### src/rtl/mops_stim_engine_if.sv
// Hub-side handshake bundle between the MOPS stimulus engine and MOPSHUB.
// The master side is the engine: it issues requests/responses and observes hub frames.
interface mops_stim_engine_if;
    logic [75:0] data_tra_downlink;
    logic [4:0]  can_tra_select;
    logic        tra_valid;
    logic [75:0] data_rec_uplink;
    logic [4:0]  can_rec_select;
    logic        rec_valid;
    logic [75:0] req_frame;
    logic        req_valid;
    logic [75:0] rsp_frame;
    logic [4:0]  rsp_bus;
    logic        rsp_valid;

    modport master (
        input  data_tra_downlink, can_tra_select, tra_valid,
        input  data_rec_uplink, can_rec_select, rec_valid,
        output req_frame, req_valid, rsp_frame, rsp_bus, rsp_valid
    );

    modport slave (
        output data_tra_downlink, can_tra_select, tra_valid,
        output data_rec_uplink, can_rec_select, rec_valid,
        input  req_frame, req_valid, rsp_frame, rsp_bus, rsp_valid
    );
endinterface

### src/rtl/mops_stim_engine.sv
// MOPSHUB stimulus engine: emulates the elink master and a MOPS node across every
// bus/ADC channel, checks the hub's forwarded frames and counts errors.
module mops_stim_engine #(
    parameter int         MOPS_DIV = 4,
    parameter logic [6:0] NODE_ID  = 7'h01,
    parameter logic [4:0] CH_LAST  = 5'd31,
    parameter int         TIMEOUT  = 4096
) (
    input  logic               clk_40_m,
    input  logic               rst,
    input  logic [4:0]         i_n_buses,
    input  logic               i_start_data_gen,
    input  logic               i_ext_rst_mops,
    input  logic               i_test_rx,
    input  logic               i_test_tx,
    mops_stim_engine_if.master hub,
    output logic               o_clk_mops,
    output logic [7:0]         o_bus_id,
    output logic [4:0]         o_adc_ch,
    output logic [75:0]        o_bus_dec_data,
    output logic               o_test_rx_start,
    output logic               o_test_rx_end,
    output logic               o_test_tx_start,
    output logic               o_test_tx_end,
    output logic [15:0]        o_err_cnt
);

    localparam int             TW       = $clog2(TIMEOUT + 1);
    localparam logic [TW-1:0]  TMO_LAST = TW'(TIMEOUT - 1);
    localparam logic [15:0]    DIV_LAST = 16'(MOPS_DIV - 1);
    localparam logic [15:0]    DIV_HALF = 16'(MOPS_DIV / 2);
    localparam logic [10:0]    COB_REQ  = 11'h600 + {4'b0000, NODE_ID};
    localparam logic [10:0]    COB_RSP  = 11'h580 + {4'b0000, NODE_ID};

    typedef enum logic [2:0] {
        S_IDLE, S_REQ, S_WAIT_DN, S_RSP, S_WAIT_UP, S_NEXT, S_DONE
    } state_t;

    function automatic logic [75:0] f_reqFrame(input logic [4:0] ch);
        logic [7:0] idx;
        idx = {3'b000, ch} + 8'd1;
        return {1'b0, COB_REQ, 8'h40, 8'h00, 8'h24, idx, 32'h0};
    endfunction

    // Node response carries the ADC value V = {3'b0, bus, 3'b0, ch}, little-endian.
    function automatic logic [75:0] f_rspFrame(input logic [4:0] bus, input logic [4:0] ch);
        logic [7:0]  idx;
        logic [15:0] v;
        idx = {3'b000, ch} + 8'd1;
        v   = {3'b000, bus, 3'b000, ch};
        return {1'b0, COB_RSP, 8'h43, 8'h00, 8'h24, idx, v[7:0], v[15:8], 16'h0};
    endfunction

    logic [15:0]   r_divCnt;
    logic          r_clkMops;
    logic          r_armed;
    state_t        r_state, w_nextState;
    logic          r_modeRx, w_modeRxNext;
    logic [4:0]    r_busIdx, w_busIdxNext;
    logic [4:0]    r_adcCh, w_adcChNext;
    logic [TW-1:0] r_timer, w_timerNext;
    logic [15:0]   r_errCnt;
    logic [75:0]   r_reqFrame, r_rspFrame, r_busDecData;
    logic          r_reqValid, r_rspValid;
    logic [4:0]    r_rspBus;
    logic          r_rxStart, r_rxEnd, r_txStart, r_txEnd;
    logic          w_errInc, w_decLoad;
    logic [75:0]   w_decData;
    logic          w_rxStart, w_rxEnd, w_txStart, w_txEnd;
    logic          w_lastItem;

    always_ff @(posedge clk_40_m) begin
        if (!rst) begin
            r_divCnt  <= '0;
            r_clkMops <= 1'b0;
        end else begin
            r_clkMops <= (r_divCnt >= DIV_HALF);
            r_divCnt  <= (r_divCnt == DIV_LAST) ? '0 : r_divCnt + 16'd1;
        end
    end

    assign w_lastItem = (r_busIdx == i_n_buses) && (r_adcCh == CH_LAST);

    always_comb begin
        w_nextState  = r_state;
        w_modeRxNext = r_modeRx;
        w_busIdxNext = r_busIdx;
        w_adcChNext  = r_adcCh;
        w_timerNext  = '0;
        w_errInc     = 1'b0;
        w_decLoad    = 1'b0;
        w_decData    = hub.data_tra_downlink;
        w_rxStart    = 1'b0;
        w_rxEnd      = 1'b0;
        w_txStart    = 1'b0;
        w_txEnd      = 1'b0;
        if (i_ext_rst_mops) begin
            w_nextState  = S_IDLE;
            w_busIdxNext = '0;
            w_adcChNext  = '0;
        end else begin
            case (r_state)
                S_IDLE: begin
                    if (r_armed && (i_test_rx || i_test_tx)) begin
                        w_modeRxNext = i_test_rx;
                        w_busIdxNext = '0;
                        w_adcChNext  = '0;
                        w_rxStart    = i_test_rx;
                        w_txStart    = !i_test_rx;
                        w_nextState  = i_test_rx ? S_RSP : S_REQ;
                    end
                end
                S_REQ:  w_nextState = S_WAIT_DN;
                S_WAIT_DN: begin
                    w_timerNext = r_timer + 1'b1;
                    if (hub.tra_valid && (hub.can_tra_select == r_busIdx)) begin
                        w_decLoad   = 1'b1;
                        w_errInc    = (hub.data_tra_downlink != f_reqFrame(r_adcCh));
                        w_nextState = S_RSP;
                    end else if (r_timer == TMO_LAST) begin
                        w_errInc    = 1'b1;
                        w_nextState = S_NEXT;
                    end
                end
                S_RSP:  w_nextState = S_WAIT_UP;
                S_WAIT_UP: begin
                    w_timerNext = r_timer + 1'b1;
                    w_decData   = hub.data_rec_uplink;
                    if (hub.rec_valid && (hub.can_rec_select == r_busIdx)) begin
                        w_decLoad   = 1'b1;
                        w_errInc    = (hub.data_rec_uplink != f_rspFrame(r_busIdx, r_adcCh));
                        w_nextState = S_NEXT;
                    end else if (r_timer == TMO_LAST) begin
                        w_errInc    = 1'b1;
                        w_nextState = S_NEXT;
                    end
                end
                S_NEXT: begin
                    if (w_lastItem) begin
                        w_nextState = S_DONE;
                    end else begin
                        if (r_adcCh < CH_LAST) begin
                            w_adcChNext = r_adcCh + 5'd1;
                        end else begin
                            w_adcChNext  = '0;
                            w_busIdxNext = r_busIdx + 5'd1;
                        end
                        w_nextState = r_modeRx ? S_RSP : S_REQ;
                    end
                end
                S_DONE: begin
                    w_rxEnd     = r_modeRx;
                    w_txEnd     = !r_modeRx;
                    w_nextState = S_IDLE;
                end
                default: w_nextState = S_IDLE;
            endcase
        end
    end

    // Request/response pulses and frames are registered off the next state so they
    // line up with the REQ/RSP state cycle itself.
    always_ff @(posedge clk_40_m) begin
        if (!rst) begin
            r_state      <= S_IDLE;
            r_armed      <= 1'b0;
            r_modeRx     <= 1'b0;
            r_busIdx     <= '0;
            r_adcCh      <= '0;
            r_timer      <= '0;
            r_errCnt     <= '0;
            r_reqFrame   <= '0;
            r_reqValid   <= 1'b0;
            r_rspFrame   <= '0;
            r_rspBus     <= '0;
            r_rspValid   <= 1'b0;
            r_busDecData <= '0;
            r_rxStart    <= 1'b0;
            r_rxEnd      <= 1'b0;
            r_txStart    <= 1'b0;
            r_txEnd      <= 1'b0;
        end else begin
            r_state    <= w_nextState;
            r_modeRx   <= w_modeRxNext;
            r_busIdx   <= w_busIdxNext;
            r_adcCh    <= w_adcChNext;
            r_timer    <= w_timerNext;
            r_reqValid <= (w_nextState == S_REQ);
            r_rspValid <= (w_nextState == S_RSP);
            r_rxStart  <= w_rxStart;
            r_rxEnd    <= w_rxEnd;
            r_txStart  <= w_txStart;
            r_txEnd    <= w_txEnd;
            if (i_start_data_gen) r_armed <= 1'b1;
            if (w_nextState == S_REQ) r_reqFrame <= f_reqFrame(w_adcChNext);
            if (w_nextState == S_RSP) begin
                r_rspFrame <= f_rspFrame(w_busIdxNext, w_adcChNext);
                r_rspBus   <= w_busIdxNext;
            end
            if (w_decLoad) r_busDecData <= w_decData;
            if (w_errInc && (r_errCnt != 16'hFFFF)) r_errCnt <= r_errCnt + 16'd1;
        end
    end

    assign hub.req_frame    = r_reqFrame;
    assign hub.req_valid    = r_reqValid;
    assign hub.rsp_frame    = r_rspFrame;
    assign hub.rsp_bus      = r_rspBus;
    assign hub.rsp_valid    = r_rspValid;
    assign o_clk_mops       = r_clkMops;
    assign o_bus_id         = {3'b000, r_busIdx};
    assign o_adc_ch         = r_adcCh;
    assign o_bus_dec_data   = r_busDecData;
    assign o_test_rx_start  = r_rxStart;
    assign o_test_rx_end    = r_rxEnd;
    assign o_test_tx_start  = r_txStart;
    assign o_test_tx_end    = r_txEnd;
    assign o_err_cnt        = r_errCnt;

endmodule

### src/flat_wrapper.sv
// flat-port wrapper written by rule: the top's interface ports become plain ports
module mops_stim_engine_flat 
#(
    parameter int         MOPS_DIV = 4,
    parameter logic [6:0] NODE_ID  = 7'h01,
    parameter logic [4:0] CH_LAST  = 5'd31,
    parameter int         TIMEOUT  = 4096
)
  (clk_40_m, rst, i_n_buses, i_start_data_gen, i_ext_rst_mops, i_test_rx, i_test_tx, o_clk_mops, o_bus_id, o_adc_ch, o_bus_dec_data, o_test_rx_start, o_test_rx_end, o_test_tx_start, o_test_tx_end, o_err_cnt, hub_data_tra_downlink, hub_can_tra_select, hub_tra_valid, hub_data_rec_uplink, hub_can_rec_select, hub_rec_valid, hub_req_frame, hub_req_valid, hub_rsp_frame, hub_rsp_bus, hub_rsp_valid);
  mops_stim_engine_if hub_i ();
  input  logic clk_40_m;
  input  logic rst;
  input  logic [4:0] i_n_buses;
  input  logic i_start_data_gen;
  input  logic i_ext_rst_mops;
  input  logic i_test_rx;
  input  logic i_test_tx;
  output logic o_clk_mops;
  output logic [7:0] o_bus_id;
  output logic [4:0] o_adc_ch;
  output logic [75:0] o_bus_dec_data;
  output logic o_test_rx_start;
  output logic o_test_rx_end;
  output logic o_test_tx_start;
  output logic o_test_tx_end;
  output logic [15:0] o_err_cnt;
  input wire logic [$bits(hub_i.data_tra_downlink)-1:0] hub_data_tra_downlink;
  input wire logic [$bits(hub_i.can_tra_select)-1:0] hub_can_tra_select;
  input wire logic [$bits(hub_i.tra_valid)-1:0] hub_tra_valid;
  input wire logic [$bits(hub_i.data_rec_uplink)-1:0] hub_data_rec_uplink;
  input wire logic [$bits(hub_i.can_rec_select)-1:0] hub_can_rec_select;
  input wire logic [$bits(hub_i.rec_valid)-1:0] hub_rec_valid;
  output wire logic [$bits(hub_i.req_frame)-1:0] hub_req_frame;
  output wire logic [$bits(hub_i.req_valid)-1:0] hub_req_valid;
  output wire logic [$bits(hub_i.rsp_frame)-1:0] hub_rsp_frame;
  output wire logic [$bits(hub_i.rsp_bus)-1:0] hub_rsp_bus;
  output wire logic [$bits(hub_i.rsp_valid)-1:0] hub_rsp_valid;
  assign hub_i.data_tra_downlink = hub_data_tra_downlink;
  assign hub_i.can_tra_select = hub_can_tra_select;
  assign hub_i.tra_valid = hub_tra_valid;
  assign hub_i.data_rec_uplink = hub_data_rec_uplink;
  assign hub_i.can_rec_select = hub_can_rec_select;
  assign hub_i.rec_valid = hub_rec_valid;
  assign hub_req_frame = hub_i.req_frame;
  assign hub_req_valid = hub_i.req_valid;
  assign hub_rsp_frame = hub_i.rsp_frame;
  assign hub_rsp_bus = hub_i.rsp_bus;
  assign hub_rsp_valid = hub_i.rsp_valid;
  mops_stim_engine #(.MOPS_DIV(MOPS_DIV), .NODE_ID(NODE_ID), .CH_LAST(CH_LAST), .TIMEOUT(TIMEOUT)) u_core (.clk_40_m(clk_40_m), .rst(rst), .i_n_buses(i_n_buses), .i_start_data_gen(i_start_data_gen), .i_ext_rst_mops(i_ext_rst_mops), .i_test_rx(i_test_rx), .i_test_tx(i_test_tx), .hub(hub_i), .o_clk_mops(o_clk_mops), .o_bus_id(o_bus_id), .o_adc_ch(o_adc_ch), .o_bus_dec_data(o_bus_dec_data), .o_test_rx_start(o_test_rx_start), .o_test_rx_end(o_test_rx_end), .o_test_tx_start(o_test_tx_start), .o_test_tx_end(o_test_tx_end), .o_err_cnt(o_err_cnt));
endmodule
### config.mk
export PLATFORM = sky130hd
export DESIGN_NAME = mops_stim_engine_flat
export DESIGN_NICKNAME = d
export VERILOG_FILES = /design/src/rtl/mops_stim_engine_if.sv /design/src/rtl/mops_stim_engine.sv /design/src/flat_wrapper.sv
export SDC_FILE = /design/constraint.sdc
export NUM_CORES = 1
export LEC_CHECK = 0
export ABC_AREA = 1
export BUFFER_PORTS_ARGS = -buffer_cell sky130_fd_sc_hd__buf_4
export CAP_MARGIN = 20
export CORE_AREA = 2 2 170 172
export DETAILED_ROUTE_END_ITERATION = 8
export DIE_AREA = 0 0 172 174
export PLACE_DENSITY_LB_ADDON = 0.05
export SLEW_MARGIN = 20
export SYNTH_ARGS = -nofsm -noshare
export SYNTH_HDL_FRONTEND = slang
export SYNTH_SLANG_ARGS = --single-unit
### constraint.sdc
create_clock -name clk_40_m -period 2.55 [get_ports clk_40_m]
set_clock_uncertainty 0.1 [all_clocks]
set_input_delay 0.255 -clock clk_40_m [delete_from_list [all_inputs] [get_ports clk_40_m]]
set_output_delay 0.255 -clock clk_40_m [all_outputs]
set_load 0.05 [all_outputs]
==> impl_metrics.ini <==
[sta]
final_max_slew_viol_count = 0
min_period_over_period_pct = 92.3
clock.fmax_mhz = 425
holdWs_ns = 0.0137
period_needed_ns = 2.35
finalWorstSetupSlack_ns = 0.196
relSlewSlack_pct = 38.3
hold_viol_final = 0
tightest_slew_ns = 0.926
setup_viol = 0

[logic_synthesis]
ys_ff_latch = 167
synth-edff-count = 0
yosys-top-cells-area = dfxtp_1 33%, nand2_1 13%, buf_4 10%
synth_top_area_share_pct = 32.6
postSynthAreaPerCell_sq_um = 6.45
ys.flop_type = dfxtp_1
ys_types = 38
synthArstFlopShare_pct = 0
synth_top_area_cell = dfxtp_1
syn_inst = 1587
netlist_area_sq_um = 10200
yosysWarnings = 0
seq_area_frac_synth_pct = 32.6

[floorplan]
die-area_sq_um = 29900
die_h_um = 174
start_util_pct = 36.3
fp.dieW_um = 172
fp-row-count = 62
ioPinCount = 444
coreArea_sq_um = 28200

[cells_and_area]
drive_gt1_share_pct = 24.0
final_area_sq_um = 13700
final_cells = 2316
area_growth_pct = 34.1
nNetsFinal = 2101

[cts]
clockBufferDepth = 2
htree_levels = 4
clk_pin_slew_ns = 0.07
cts_tree = yes
clk_latency_ns = 0.43
cts_buffers = 17
clock-sinks = 167
cts_root_buf = clkbuf_16

[drt]
ant_nets = 0
drt-vias-per-instance = 4.73
drc_errors = 0
routed_wl_um = 36100
drtIter0Drc = 688
num_vias = 10900
first_pass_iters = 5
wl_per_cell_um = 15.6

[power_and_ir_drop]
switchingPower_w = 0.00208
pwr-share-comb_pct = 17.6
intPower_w = 0.00439
powerDensity_nw_per_um2 = 471
seqPwrFrac_pct = 40.9
max-vdd-ir-drop_mv = 0.324
leakage_nw = 6.50
power_w = 0.00647
p_sw_share_pct = 32.2
clkPwrFrac_pct = 41.5

[critical_path]
reg2reg_depth = 19
arrival_ns = 2.56
cp.required_ns = 2.76
crit-reg2reg-launch = u_core.o_adc_ch[1]
path_class = reg -> reg
start_kind = register
r2r-end = u_core.o_err_cnt[2]
r2r_setup_slack_ns = 0.20
crit_path_max_fanout = 7
cp-end-kind = register

[place]
placed_area_sq_um = 12600
place_hpwl_um = 26700
post-place-ws_ns = 0.00406
place_congestion = 0.891
port_buffers = 325
dp_cells = 2242

[global_routing]
grt_pass1_wl_um = 54300
antenna_found_initial = 1
grt-ovfl-total = 0
grt_pass1_vias = 9896
grt_usage_pct = 22.9
grt_max_degree = 104

[min_path]
hp-start = hub_data_tra_downlink[66]
hp-class = in -> reg
hold_end = u_core.o_bus_dec_data[66]
hold_depth = 3

[flow_run]
drv_cap = 0

[outcome]
outcome = complete, no violations
[sequential cells by signal, indices dropped and copies added (netlist names)]
| name | flops |
|---|---|
| u_core.o_test_rx_start | 1 |
| u_core.r_busIdx | 5 |
| u_core.hub.rsp_frame | 13 |
| u_core.o_clk_mops | 1 |
| u_core.r_modeRx | 1 |
| u_core.r_divCnt | 16 |
| u_core.o_test_rx_end | 1 |
| u_core.hub.req_frame | 7 |
| u_core.o_test_tx_start | 1 |
| u_core.r_timer | 13 |
| u_core.hub.rsp_valid | 1 |
| u_core.o_bus_dec_data | 76 |
| u_core.hub.req_valid | 1 |
| u_core.hub.rsp_bus | 4 |
| u_core.o_adc_ch | 5 |
| u_core.o_test_tx_end | 1 |
| u_core.r_state | 3 |
| u_core.o_err_cnt | 16 |
| u_core.r_armed | 1 |
[power by group through the flow]
stage               logic, W  registers, W  clock network [W]
floorplan           0.000809       0.00275                  0
global placement     0.00109       0.00271                  0
detailed placement   0.00109       0.00271                  0
CTS                  0.00114       0.00265            0.00275
global route         0.00122       0.00265            0.00284
finish               0.00114       0.00265            0.00268
[Yosys cell counts (4+ instances only)]
cell type / number
a21oi_1: 31
a31oi_1: 77
buf_2: 18
buf_4: 143
buf_6: 4
clkbuf_1: 38
dfxtp_1: 167
ha_1: 8
inv_1: 135
inv_2: 14
nand2_1: 349
nand2_2: 5
nand3_1: 153
nand3_2: 5
nand4_1: 25
nor2_1: 225
nor2_2: 6
nor3_1: 24
nor3b_1: 5
nor4_1: 4
o21ai_0: 98
o21ai_1: 13
or2_2: 4
xnor2_1: 5
xor2_1: 5
[worst max path at each step]
stage | from | endpoint | slack, ns | depth (start not counted)
6_report | u_core.o_adc_ch[1] | u_core.o_err_cnt[2] | 0.20 | 19
5_1_grt | u_core.o_adc_ch[0] | u_core.o_err_cnt[4] | -0.02 | 18
4_1_cts | u_core.o_adc_ch[1] | u_core.o_err_cnt[1] | 0.009 | 19
3_5_place_dp | u_core.o_adc_ch[1] | u_core.o_err_cnt[1] | 0.004 | 19
3_3_place_gp | u_core.o_adc_ch[1] | u_core.o_err_cnt[1] | 0.08 | 19
2_1_floorplan | u_core.o_adc_ch[0] | u_core.hub.req_frame[36] | 0.002 | 20
[cell usage in the layout, fill, tap and decap left out, drive strengths merged, types with 7 or more instances in the layout]
cell type,instances
clkbuf,18
ha,8
dfxtp,167
nand4,25
dlygate4sd3,34
conb,118
a21oi,33
or2,7
buf,363
nand3,158
a31oi,77
nand2,358
inv,158
nor2,234
nor3,27
o21ai,111
[layer usage]
layer	track usage (%)	wire, um	vias to the layer above
li1	-	-	5571
met1	29.9	15900	5006
met2	38.8	17200	342
met3	4.39	2420	29
met4	5.64	573	0
met5	0	0	-
[critical path, cell delays in order (launching register included)]
cell	delay, ns
dfxtp_4	0.35
ha_4	0.16
nand2_4	0.08
nor2_4	0.05
ha_4	0.28
inv_2	0.04
nand2_1	0.05
nand2_1	0.06
nor2_1	0.10
nand2_1	0.06
nor2_1	0.08
nand2_1	0.06
nor2_1	0.09
nand3_1	0.13
nand2_4	0.19
nand2_8	0.11
nand3_1	0.09
nand2_1	0.06
nand2_1	0.06
nor2_1	0.04
[area by class of cell]
class                           count  area, sq um
Fill cell                        2987        14500
Timing Repair Buffer              397         3180
Multi-Input combinational cell   1186         5570
Tap cell                          384          480
Clock buffer                       18          439
Sequential cell                   167         3350
Clock inverter                     14          151
Antenna cell                        1         2.50
Inverter                          149          561
[stage by stage]
step / util, % / setup TNS, ns
floorplan: - / 0
global placement: 44.7 / 0
detailed placement: 44.7 / 0
CTS: 48.0 / 0
global route: 48.6 / -0.0978
finish: 48.6 / 0
[kinds of logic after synthesis]
family                     Yosys count  share of synthesized area, %
and+or+nand+nor                    823                          34.7
buffers and inverters              353                          18.7
AOI/OAI and AO/OA                  225                          12.1
DFF                                167                          32.6
xor gates and xnor gates            10                         0.855
adders and majority gates            8                         0.977
other                                1                        0.0366
[repair_timing]
item | in CTS | in global routing
hold endpoints to repair | 34 | 0
gates resized for setup | 1 | 26
pin swaps | 0 | 12
buffers inserted | 0 | 5
gates cloned | 0 | 2
hold buffers | 34 | 0
endpoints found under the setup margin | 1 | 34
Note: power is estimated with default switching activity, not from simulation.
